File: config.mk
export PLATFORM = sky130hd
export DESIGN_NAME = sram_seq_ctrl
export DESIGN_NICKNAME = d
export VERILOG_FILES = /design/src/rtl/sram_ctrl_pkg.sv /design/src/rtl/sram_phase_timer.sv /design/src/rtl/sram_seq_ctrl.sv
export SDC_FILE = /design/constraint.sdc
export NUM_CORES = 1
export LEC_CHECK = 0
export BUFFER_PORTS_ARGS = -buffer_cell sky130_fd_sc_hd__buf_2
export CORE_MARGIN = 2
export CORE_UTILIZATION = 51
export DETAILED_ROUTE_END_ITERATION = 8
export HOLD_SLACK_MARGIN = 0.1
export PLACE_DENSITY = 0.82
export REMOVE_ABC_BUFFERS = 1
export SLEW_MARGIN = 20
export SYNTH_ARGS = -nofsm -noshare
export SYNTH_HDL_FRONTEND = slang
export SYNTH_HIERARCHICAL = 1
export SYNTH_SLANG_ARGS = --single-unit
File: constraint.sdc
create_clock -name clock -period 3.8 [get_ports clock]
set_input_delay 0.57 -clock clock [delete_from_list [all_inputs] [get_ports clock]]
set_output_delay 0.57 -clock clock [all_outputs]
set_load 0.02 [all_outputs]
File: src/rtl/sram_ctrl_pkg.sv
// Shared types and helpers for the SRAM sequencing controller: state and mode
// encodings plus the write-pattern function used by the RTL.
package sram_ctrl_pkg;

  typedef enum logic [2:0] {
    ST_IDLE,
    ST_SETUP,
    ST_STROBE,
    ST_HOLD,
    ST_DONE
  } state_t;

  typedef enum logic {
    MODE_WR,
    MODE_RD
  } mode_t;

  // Wide on purpose; callers truncate to DATA_W, which gives the zero-extend/truncate rule.
  function automatic logic [63:0] pattern(input logic [63:0] addr, input logic [63:0] seed);
    return addr ^ seed;
  endfunction

  function automatic int max_phase(input int a, input int b, input int c);
    int m;
    m = 1;
    if (a > m) m = a;
    if (b > m) m = b;
    if (c > m) m = c;
    return m;
  endfunction

endpackage

File: src/rtl/sram_phase_timer.sv
// Phase down-counter: loads duration-1 on phase entry and flags zero when the
// phase has run its course.
module sram_phase_timer #(
  parameter int W = 2
) (
  input  logic         clock,
  input  logic         reset,
  input  logic         load,
  input  logic [W-1:0] load_val,
  output logic [W-1:0] value,
  output logic         zero
);

  assign zero = (value == '0);

  always_ff @(posedge clock) begin
    if (reset)      value <= '0;
    else if (load)  value <= load_val;
    else if (!zero) value <= value - 1'b1;
  end

endmodule

File: src/rtl/sram_seq_ctrl.sv
// SRAM write/read-back sequencer with parametrised setup/strobe/hold timing.
// Optional SRAM_CHECK_EN adds read-back compare outputs err_count and err.
module sram_seq_ctrl
  import sram_ctrl_pkg::*;
#(
  parameter int                ADDR_W    = 4,
  parameter int                DATA_W    = 8,
  parameter int                NUM_WORDS = 16,
  parameter int                T_SETUP   = 1,
  parameter int                T_PULSE   = 1,
  parameter int                T_HOLD    = 1,
  parameter logic [DATA_W-1:0] SEED      = '0
) (
  input  logic              clock,
  input  logic              reset,
  input  logic              write,
  input  logic              read,
  input  logic [DATA_W-1:0] rdata,
  output logic [ADDR_W-1:0] count,
  output logic [DATA_W-1:0] wdata,
  output logic [DATA_W-1:0] rdata_q,
  output logic              latch,
  output logic              de,
  output logic              n_ce,
  output logic              n_oe,
  output logic              n_we,
  output logic              busy,
  output logic              done
`ifdef SRAM_CHECK_EN
  ,
  output logic [ADDR_W:0]   err_count,
  output logic              err
`endif
);

  localparam int TW = $clog2(max_phase(T_SETUP, T_PULSE, T_HOLD)) + 1;
  localparam logic [TW-1:0] SETUP_LD = TW'(T_SETUP - 1);
  localparam logic [TW-1:0] PULSE_LD = TW'(T_PULSE - 1);
  localparam logic [TW-1:0] HOLD_LD  = TW'((T_HOLD > 0) ? T_HOLD - 1 : 0);
  localparam logic [ADDR_W-1:0] LAST = ADDR_W'(NUM_WORDS - 1);

  state_t            state, nstate;
  mode_t             mode, nmode;
  logic [ADDR_W-1:0] ncount;
  logic              load, word_end, nbusy, nt_zero, tzero;
  logic [TW-1:0]     load_val, tval;

  assign wdata = DATA_W'(pattern(64'(count), 64'(SEED)));

  sram_phase_timer #(.W(TW)) u_timer (
    .clock    (clock),
    .reset    (reset),
    .load     (load),
    .load_val (load_val),
    .value    (tval),
    .zero     (tzero)
  );

  always_comb begin
    nstate   = state;
    nmode    = mode;
    ncount   = count;
    load     = 1'b0;
    load_val = '0;
    word_end = 1'b0;
    case (state)
      ST_IDLE: if (write || read) begin
        nstate   = ST_SETUP;
        nmode    = write ? MODE_WR : MODE_RD;
        ncount   = '0;
        load     = 1'b1;
        load_val = SETUP_LD;
      end
      ST_SETUP: if (tzero) begin
        nstate   = ST_STROBE;
        load     = 1'b1;
        load_val = PULSE_LD;
      end
      ST_STROBE: if (tzero) begin
        if (T_HOLD > 0) begin
          nstate   = ST_HOLD;
          load     = 1'b1;
          load_val = HOLD_LD;
        end else begin
          word_end = 1'b1;
        end
      end
      ST_HOLD: if (tzero) word_end = 1'b1;
      ST_DONE: nstate = ST_IDLE;
      default: nstate = ST_IDLE;
    endcase
    if (word_end) begin
      if (count == LAST) begin
        nstate = ST_DONE;
      end else begin
        nstate   = ST_SETUP;
        ncount   = count + 1'b1;
        load     = 1'b1;
        load_val = SETUP_LD;
      end
    end
  end

  assign nbusy   = (nstate == ST_SETUP) || (nstate == ST_STROBE) || (nstate == ST_HOLD);
  // Timer value seen during the coming cycle is zero -> that cycle is the last strobe cycle.
  assign nt_zero = load ? (load_val == '0) : (tval <= TW'(1));

  always_ff @(posedge clock) begin
    if (reset) begin
      state   <= ST_IDLE;
      mode    <= MODE_WR;
      count   <= '0;
      rdata_q <= '0;
      latch   <= 1'b0;
      de      <= 1'b0;
      n_ce    <= 1'b1;
      n_oe    <= 1'b1;
      n_we    <= 1'b1;
      busy    <= 1'b0;
      done    <= 1'b0;
    end else begin
      state   <= nstate;
      mode    <= nmode;
      count   <= ncount;
      if (latch) rdata_q <= rdata;
      latch   <= (nstate == ST_STROBE) && (nmode == MODE_RD) && nt_zero;
      de      <= nbusy && (nmode == MODE_WR);
      n_ce    <= !nbusy;
      n_we    <= !((nstate == ST_STROBE) && (nmode == MODE_WR));
      n_oe    <= !((nstate == ST_STROBE) && (nmode == MODE_RD));
      busy    <= nbusy;
      done    <= (nstate == ST_DONE);
    end
  end

`ifdef SRAM_CHECK_EN
  always_ff @(posedge clock) begin
    if (reset || ((state == ST_IDLE) && !write && read)) begin
      err_count <= '0;
      err       <= 1'b0;
    end else if (latch && (rdata != wdata)) begin
      err <= 1'b1;
      if (err_count != '1) err_count <= err_count + 1'b1;
    end
  end
`endif

endmodule

==> results of run 1 <==
==> Yosys cell counts (2+ instances only) <==
| cell type | n | area, µm² |
|---|---|---|
| a211oi_1 | 2 | 15.0 |
| nand2_1 | 4 | 15.0 |
| nor4b_1 | 2 | 17.5 |
| o22ai_1 | 3 | 18.8 |
| nor2_1 | 10 | 37.5 |
| and3_1 | 3 | 18.8 |
| a21oi_1 | 3 | 15.0 |
| nand2b_1 | 4 | 25.0 |
| inv_1 | 3 | 11.3 |
| nand3_1 | 3 | 15.0 |
| dfxtp_1 | 24 | 480 |
| buf_4 | 8 | 60.1 |
| nor3_1 | 2 | 10.0 |
| mux2i_1 | 8 | 80.1 |
| buf_2 | 3 | 15.0 |
| clkbuf_1 | 3 | 11.3 |
==> layer usage <==
metal	vias up	routed length, µm
met5	-	0
met4	0	14
met3	2	133
met2	36	864
met1	365	911
li1	430	-
==> worst max-delay path by stage <==
stage	from	end	cells after the start
6_report	latch	latch	1
5_1_grt	latch	latch	1
4_1_cts	latch	latch	1
3_5_place_dp	count[0]	count[0]	4
3_3_place_gp	reset	count[0]	3
2_1_floorplan	count[0]	count[0]	4
==> kinds of logic (layout without fill, tap and decap cells) <==
family	count (synthesis)	count (layout)	synth area share
AND/OR/NAND/NOR	40	40	0.228
flip-flops	24	24	0.454
buffers and inverters	18	40	0.103
AO/OA/AOI/OAI	17	17	0.124
multiplexers	8	8	0.0757
adder cells (fa/ha/maj)	1	1	0.0118
other	1	5	0.00354
==> state kept, by name (all words and copies together), names as in the netlist <==
name           count
busy               1
count              4
de                 1
done               1
latch              1
mode               1
n_ce               1
n_oe               1
n_we               1
rdata_q            8
state              3
u_timer/value      1
==> cell usage in the layout, fill, tap and decap left out, types with 2 or more instances in the layout <==
cell type and count:
buf_2 34, dfxtp_1 24, nor2_1 10, mux2i_1 8, conb_1 5, nand2b_1 4, nand2_1 4, nand3_1 3
o22ai_1 3, a21oi_1 3, and3_1 3, inv_1 3, clkbuf_4 3, nor4b_1 2, a211oi_1 2, nor3_1 2
==> cell type report <==
class | count | area (µm²) | share of cell area
repair buffers | 34 | 170 | 0.142
multi-input cells | 71 | 484 | 0.403
clock buffers | 3 | 22.5 | 0.0187
flip-flops and latches | 24 | 480 | 0.400
inverters | 3 | 11.3 | 0.00937
well taps | 27 | 33.8 | 0.0281
==> power groups by stage <==
stage	logic, mW	clock network [mW]	registers [mW]
CTS	0.0792	0.105	0.279
floorplan	0.0433	0	0.294
global route	0.0866	0.117	0.282
finish	0.0789	0.0999	0.279
global placement	0.0771	0	0.284
detailed placement	0.0790	0	0.285
==> results.toml, run 1 <==
[detailed_routing]
drt_iter0_drc = 19
ant_nets = 0
wl_um = 1920
viasPerCell = 5.14
avgRoutedWirePerCell_um = 11.9
drc_errors = 0
vias = 833
dr.pass1.iters = 4

[timing]
hold_viol_final = 0
rsz0062_at_grt = "false"
fin_crit_sh = 0.461
fin_skew_ns = 0.00451
slew_viol_final = 0
worst_hold_slack_ns = 0.501
finalSetupViolCount = 0
fin_crit_ns = 1.75
final.setup.worst_slack_ns = 2.05
fmax_ghz = 0.571
tns_ns = 0

[setup_path]
cp_slowest_cell = "dfxtp_1"
rr_endpoint = "count[0]"
ff2ff_path_depth = 4
critPathKind = "register to output pin"
rrSetupSlack_ns = 2.27
slowest_delay_ns = 0.64
cp_cell_sequence = "buf_2"
cp_num_buf_inv = 1
cp_top_family = "flip-flops"
worst_ep_arrival_time_ns = 1.18
cp.required_ns = 3.23
cp_max_fo = 9
endpoint_kind = "output pin"
cp-start-kind = "register"
rr_startpoint = "count[0]"

[yosys]
async_flop_share = 0
netlist_instances = 109
syn_area_mm2 = 0.00106
synth-edff-count = 0
ys_seq_area_frac = 0.454
synthDistinctLibCells = 40
syn_avg_cell_area_um2 = 9.71
yosys_warnings = 6
ys.flop_type = "dfxtp_1"
ys_ff_latch = 24

[clock_tree]
cts.sink_count = 24
h-tree-depth = 1
clock_tree.buffer_depth = 2
clk_latency_ns = 0.29
cts_buffers = 3
hold_buffers = 0
post_cts_buffers = 0
ctsRootBufferMaster = "clkbuf_4"
clkTransAtPathRegs_ns = 0.11
cts_resized = 0
cts_tree = "done"

[floorplan]
fp.dieW_um = 49.6
die_area_mm2 = 0.00246
rows = 16
initial_core_util = 0.540
die_h_um = 49.6
pin_count = 39
core_area_mm2 = 0.00196

[global_route]
grt.busiest_layer = "met2"
grt_pass1_vias = 707
grt_util_met3 = 0.0273
grt_pass1_wl_um = 3090
antenna_found_initial = 0
gr-usage-met1 = 0.210
grtUsageTotal = 0.159
met2_usage = 0.260
grt_max_degree = 23
overflow = 0

[finish]
antenna_cells = 0
instances_no_fill = 162
utilization = 0.613
fill_cells = 190
area_growth_pct = 13.6
fin_area_mm2 = 0.00120
finalNetCount = 150
final_layout_size_suffix_gt1_frac = 0.311

[hold_path]
hp-class = "register to register"
holdCritStartpoint = "rdata_q[0]"
worstHoldPathCells = 2
hold-path-endpoint = "rdata_q[0]"

[flow_run]
cap_violations = 0

[power]
p_switching_mw = 0.122
ir_drop_mv = 0.263
pwr_density_cell_mw_per_mm2 = 381
p_sw_frac = 0.267
seqPwrFrac = 0.610
p_total_mw = 0.458
pwr-share-comb = 0.172
p_int_mw = 0.336
clock_power_share = 0.218
p_leak_nw = 0.534

[run_status]
status = "complete, no violations"

[place]
post-dp-hpwl_um = 1410
placed_cells = 159
place_area_mm2 = 0.00118
place.gp.congestion = 0.853
preCtsSetupSlack_ns = 2.30
portBuffers = 34
(Power assumes the default switching activity.)
==> run 2, diff against run 1 <==
--- a/config.mk
+++ b/config.mk
@@ -7,10 +7,10 @@
 export LEC_CHECK = 0
 export BUFFER_PORTS_ARGS = -buffer_cell sky130_fd_sc_hd__buf_2
 export CORE_MARGIN = 2
-export CORE_UTILIZATION = 51
+export CORE_UTILIZATION = 47
 export DETAILED_ROUTE_END_ITERATION = 8
 export HOLD_SLACK_MARGIN = 0.1
-export PLACE_DENSITY = 0.82
+export PLACE_DENSITY = 0.77
 export REMOVE_ABC_BUFFERS = 1
 export SLEW_MARGIN = 20
 export SYNTH_ARGS = -nofsm -noshare
==> constraint.sdc (replaced) <==
create_clock -name clock -period 1.8 [get_ports clock]
set_input_delay 0.27 -clock clock [delete_from_list [all_inputs] [get_ports clock]]
set_output_delay 0.27 -clock clock [all_outputs]
set_load 0.02 [all_outputs]
==> run 2 against run 1 <==
Effect of this change:
- sequential power up 110%
- flip-flop and latch count unchanged
- hold slack worse by 0.30 ns
- worst setup slack worse by 1.8 ns
- clock power grew 120%
- non-clock buffer count unchanged
- final cell count is 0.62% higher
- wire length decreased by 1.6%
- die area rose by 7.8%
- highest routed layer unchanged
- clock skew is 0.0031 ns lower
- critical path depth increased by 3
==> results.toml, run 2 (synthesized netlist as in run 1, its figures left out) <==
[floorplan]
initial_core_util = 0.488
fp.dieW_um = 51.5
pin_count = 39
die_h_um = 51.5
core_area_mm2 = 0.00217
rows = 17
die_area_mm2 = 0.00265

[power]
pwr-share-comb = 0.170
p_total_mw = 0.973
ir_drop_mv = 0.438
p_sw_frac = 0.271
seqPwrFrac = 0.606
pwr_density_cell_mw_per_mm2 = 809
p_leak_nw = 0.534
clock_power_share = 0.224
p_int_mw = 0.709
p_switching_mw = 0.264

[setup_path]
slowest_delay_ns = 0.46
endpoint_kind = "register"
critPathKind = "register to register"
cp_num_buf_inv = 0
cp_cell_sequence = "ha_1 -> and3_1 -> or4_1 -> o21ai_0"
cp.required_ns = 2.04
ff2ff_path_depth = 4
cp-start-kind = "register"
worst_ep_arrival_time_ns = 1.74
rrSetupSlack_ns = 0.30
rr_endpoint = "count[0]"
cp_top_family = "simple AND/OR/NAND/NOR gates"
cp_slowest_cell = "or4_1"
cp_max_fo = 7
rr_startpoint = "count[0]"

[hold_path]
hp-class = "input port to register"
hold-path-endpoint = "rdata_q[0]"
worstHoldPathCells = 3
holdCritStartpoint = "rdata[0]"

[global_route]
grt_max_degree = 23
grt_pass1_wl_um = 2930
overflow = 0
antenna_found_initial = 0
grt_pass1_vias = 700
grtUsageTotal = 0.149

[finish]
largest-register = "rdata_q"
area_growth_pct = 13.7
utilization = 0.555
layout_common_cells = "buf_2 (34), dfxtp_1 (24), nor2_1 (10)"
final_common_cell = "buf_2"
final_layout_size_suffix_gt1_frac = 0.311
largest_reg_flops = 8
fill_cells = 206
antenna_cells = 0
reg_top3 = "rdata_q: 8 flops, count: 4 flops, state: 3 flops"
finalNetCount = 150

[run_status]
status = "complete, no violations"

[timing]
fmax_ghz = 0.665
hold_viol_final = 0
rsz0062_at_grt = "false"
fin_crit_ns = 1.50
fin_skew_ns = 0.00146
fin_crit_sh = 0.836
slew_viol_final = 0
tns_ns = 0
finalSetupViolCount = 0

[clock_tree]
post_cts_buffers = 0
clock_tree.buffer_depth = 2
cts_buffers = 3
clkTransAtPathRegs_ns = 0.11
clk_latency_ns = 0.30
h-tree-depth = 1
cts_resized = 0
cts.sink_count = 24
cts_tree = "done"
ctsRootBufferMaster = "clkbuf_4"
hold_buffers = 0

[detailed_routing]
vias = 862
avgRoutedWirePerCell_um = 11.6
ant_nets = 0
drc_errors = 0
viasPerCell = 5.29
wl_um = 1890
drt_iter0_drc = 14
dr.pass1.iters = 4

[flow_run]
cap_violations = 0

[place]
post-dp-hpwl_um = 1400
portBuffers = 34
place.gp.congestion = 0.818
run 2: cell counts in the layout (fill, tap and decap cells not counted):
Identical to the previous run, type by type.
run 2: power by group through the flow:
| stage | Sequential (mW) | Combinational, mW | Clock [mW] |
|---|---|---|---|
| 2_1_floorplan | 0.620 | 0.0914 | 0 |
| 3_3_place_gp | 0.600 | 0.164 | 0 |
| 3_5_place_dp | 0.601 | 0.167 | 0 |
| 4_1_cts | 0.589 | 0.167 | 0.227 |
| 5_1_grt | 0.595 | 0.183 | 0.251 |
| 6_report | 0.590 | 0.166 | 0.218 |
run 2: routing by layer:
metal  wire length [µm]  global-route usage
met3                152              0.0322
met5                  0                   0
met2                862               0.244
met4                 34              0.0877
met1                844               0.179
run 2: area by class of cell:
| type | count | area, µm² | area share |
|---|---|---|---|
| tap | 28 | 35.0 | 0.0291 |
| clock buffer | 3 | 22.5 | 0.0187 |
| sequential | 24 | 480 | 0.399 |
| inverter | 3 | 11.3 | 0.00936 |
| timing repair buffer | 34 | 170 | 0.141 |
| multi-input combinational | 71 | 484 | 0.402 |
run 2: worst max path at each step:
stage,startpoint,depth (start not counted),to,slack [ns]
final,count[0],4,count[0],0.30
after global routing,count[0],4,count[0],0.19
after CTS,count[0],4,count[0],0.30
after detailed placement,count[0],4,count[0],0.32
after global placement,count[0],4,count[0],0.37
after floorplan,count[0],4,count[0],0.22
run 2: per-stage QoR:
| step | setup WS, ns | instances | hold WS (ns) | cell area [µm²] |
|---|---|---|---|---|
| finish | 0.296 | 163 | 0.199 | 1200 |
| global route | 0.190 | 163 | 0.194 | 1200 |
| CTS | 0.299 | 163 | 0.200 | 1200 |
| detailed placement | 0.319 | 160 | 0.476 | 1180 |
| global placement | 0.371 | 160 | 0.468 | 1180 |
| floorplan | 0.222 | 98 | 0.339 | 976 |
run 2: tightest hold or removal path: cells and delay by family:
family                 cells  cell delay (ns)
buffers and inverters      1             0.07
AND/OR/NAND/NOR            1             0.07
multiplexers               1             0.06
==> run 3, diff against run 2 <==
==> constraint.sdc (replaced) <==
create_clock -name clock -period 1.5 [get_ports clock]
set_input_delay 0.225 -clock clock [delete_from_list [all_inputs] [get_ports clock]]
set_output_delay 0.225 -clock clock [all_outputs]
set_load 0.02 [all_outputs]
==> run 3 against run 2 <==
Effect of this change:
- critical path depth shrank 1
- clock skew shrank 0.00050 ns
- combinational power grew 22%
- utilization grew 1.2 points
- critical endpoint is now latch
- largest cell class unchanged
- largest power group unchanged
- highest routed layer is now met3
==> results.toml, run 3 (synthesized netlist as in run 1, its figures left out) <==
[detailed_routing]
drc_errors = 0
dr.pass1.iters = 2
top_layer_used = "met3"
wl_um = 1950
wl_met1_um = 910
wl_met2_um = 894
drt_iter0_drc = 3
avgRoutedWirePerCell_um = 11.7
vias = 866
viasPerCell = 5.22
wl_met3_um = 144
ant_nets = 0

[clock_tree]
hold_buffers = 0
cts_tree = "done"
post_cts_buffers = 0
h-tree-depth = 1
clkTransAtPathRegs_ns = 0.12
ctsRootBufferMaster = "clkbuf_4"
cts_resized = 0
cts_buffers = 3
clk_latency_ns = 0.30
cts.sink_count = 24
clock_tree.buffer_depth = 2

[finish]
final_layout_size_suffix_gt1_frac = 0.341
largest-register = "rdata_q"
final_common_cell = "buf_2"
antenna_cells = 0
reg_top3 = "rdata_q: 8 flops, count: 4 flops, state: 3 flops"
largest_reg_flops = 8
finalNetCount = 153
area_growth_pct = 16.1
layout_common_cells = "buf_2 (34), dfxtp_1 (22), nor2_1 (10)"

[timing]
fin_crit_ns = 1.44
finalSetupViolCount = 0
rsz0062_at_grt = "false"
hold_viol_final = 0
fin_skew_ns = 0.000957
final.setup.worst_slack_ns = 0.0598
fin_crit_sh = 0.960
worst_hold_slack_ns = 0.155
slew_viol_final = 0
fmax_ghz = 0.694

[setup_path]
worst_ep_arrival_time_ns = 1.69
cp-start-kind = "register"
cp-startpoint = "state[1]"
ff2ff_path_depth = 3
cp_max_fo = 12
rr_startpoint = "state[1]"
endpoint_kind = "register"
rrSetupSlack_ns = 0.06
rr_endpoint = "latch"
worstSetupEndpoint = "latch"
cp.required_ns = 1.75
critPathKind = "register to register"

[power]
ir_drop_mv = 0.534
pwr_density_cell_mw_per_mm2 = 956
p_leak_nw = 0.550

[place]
preCtsSetupSlack_ns = 0.101
place.gp.congestion = 0.868
portBuffers = 34
post-dp-hpwl_um = 1420

[floorplan]
pin_count = 39
rows = 17
die_h_um = 51.5
die_area_mm2 = 0.00265
initial_core_util = 0.488
core_area_mm2 = 0.00217
fp.dieW_um = 51.5

[run_status]
status = "complete, no violations"

[hold_path]
hp-class = "input port to register"

[global_route]
grtUsageTotal = 0.157
antenna_found_initial = 0
overflow = 0
grt_pass1_vias = 752
grt_pass1_wl_um = 3190
grt_max_degree = 23

[flow_run]
cap_violations = 0
==> run 3: cell count changes in the layout (fill, tap and decap cells not counted), sizes merged <==
cell / change
buf: +3
==> run 3: final cells by class <==
class                           count  area [µm²]
Fill cell                         206         941
Clock buffer                        3        22.5
Inverter                            3        11.3
Multi-Input combinational cell     71         484
Sequential cell                    24         483
Timing Repair Buffer               37         193
Tap cell                           28        35.0
==> run 3: power by group <==
group,leakage [nW],switching [mW],total [mW],internal (mW)
sequential,0.196,0.0357,0.708,0.673
clock,0.0138,0.170,0.263,0.0935
combinational,0.339,0.115,0.203,0.0877
total,0.550,0.321,1.17,0.854
==> run 3: how the worst min path moves through the flow <==
stage / startpoint / end / slack [ns] / depth (start not counted)
floorplan: reset / count[1] / 0.29 / 1
global placement: rdata[1] / rdata_q[1] / 0.46 / 3
detailed placement: rdata[4] / rdata_q[4] / 0.47 / 3
CTS: rdata[4] / rdata_q[4] / 0.15 / 3
global route: rdata[0] / rdata_q[0] / 0.15 / 3
finish: rdata[1] / rdata_q[1] / 0.16 / 3
==> run 3: metal layers <==
metal | track usage | up-vias
li1 | - | 436
met1 | 0.202 | 396
met2 | 0.256 | 34
met3 | 0.0351 | 0
met4 | 0.0570 | 0
met5 | 0 | -
==> run 3: worst max-delay path, stage by stage, from the launching register on <==
cell and delay [ns]:
dfxtp_1 0.54, or3b_1 0.40, a211oi_2 0.27, nor2b_2 0.17
==> run 3: through the flow <==
step | instances | total power [mW] | utilization | instance area, µm² | setup TNS [ns]
after global routing | 166 | 1.24 | 0.566 | 1230 | 0
final | 166 | 1.17 | 0.566 | 1230 | 0
after CTS | 166 | 1.18 | 0.565 | 1230 | 0
after detailed placement | 163 | 0.923 | 0.555 | 1200 | 0
after floorplan | 98 | 0.853 | - | 976 | -0.118
after global placement | 163 | 0.917 | 0.555 | 1200 | 0
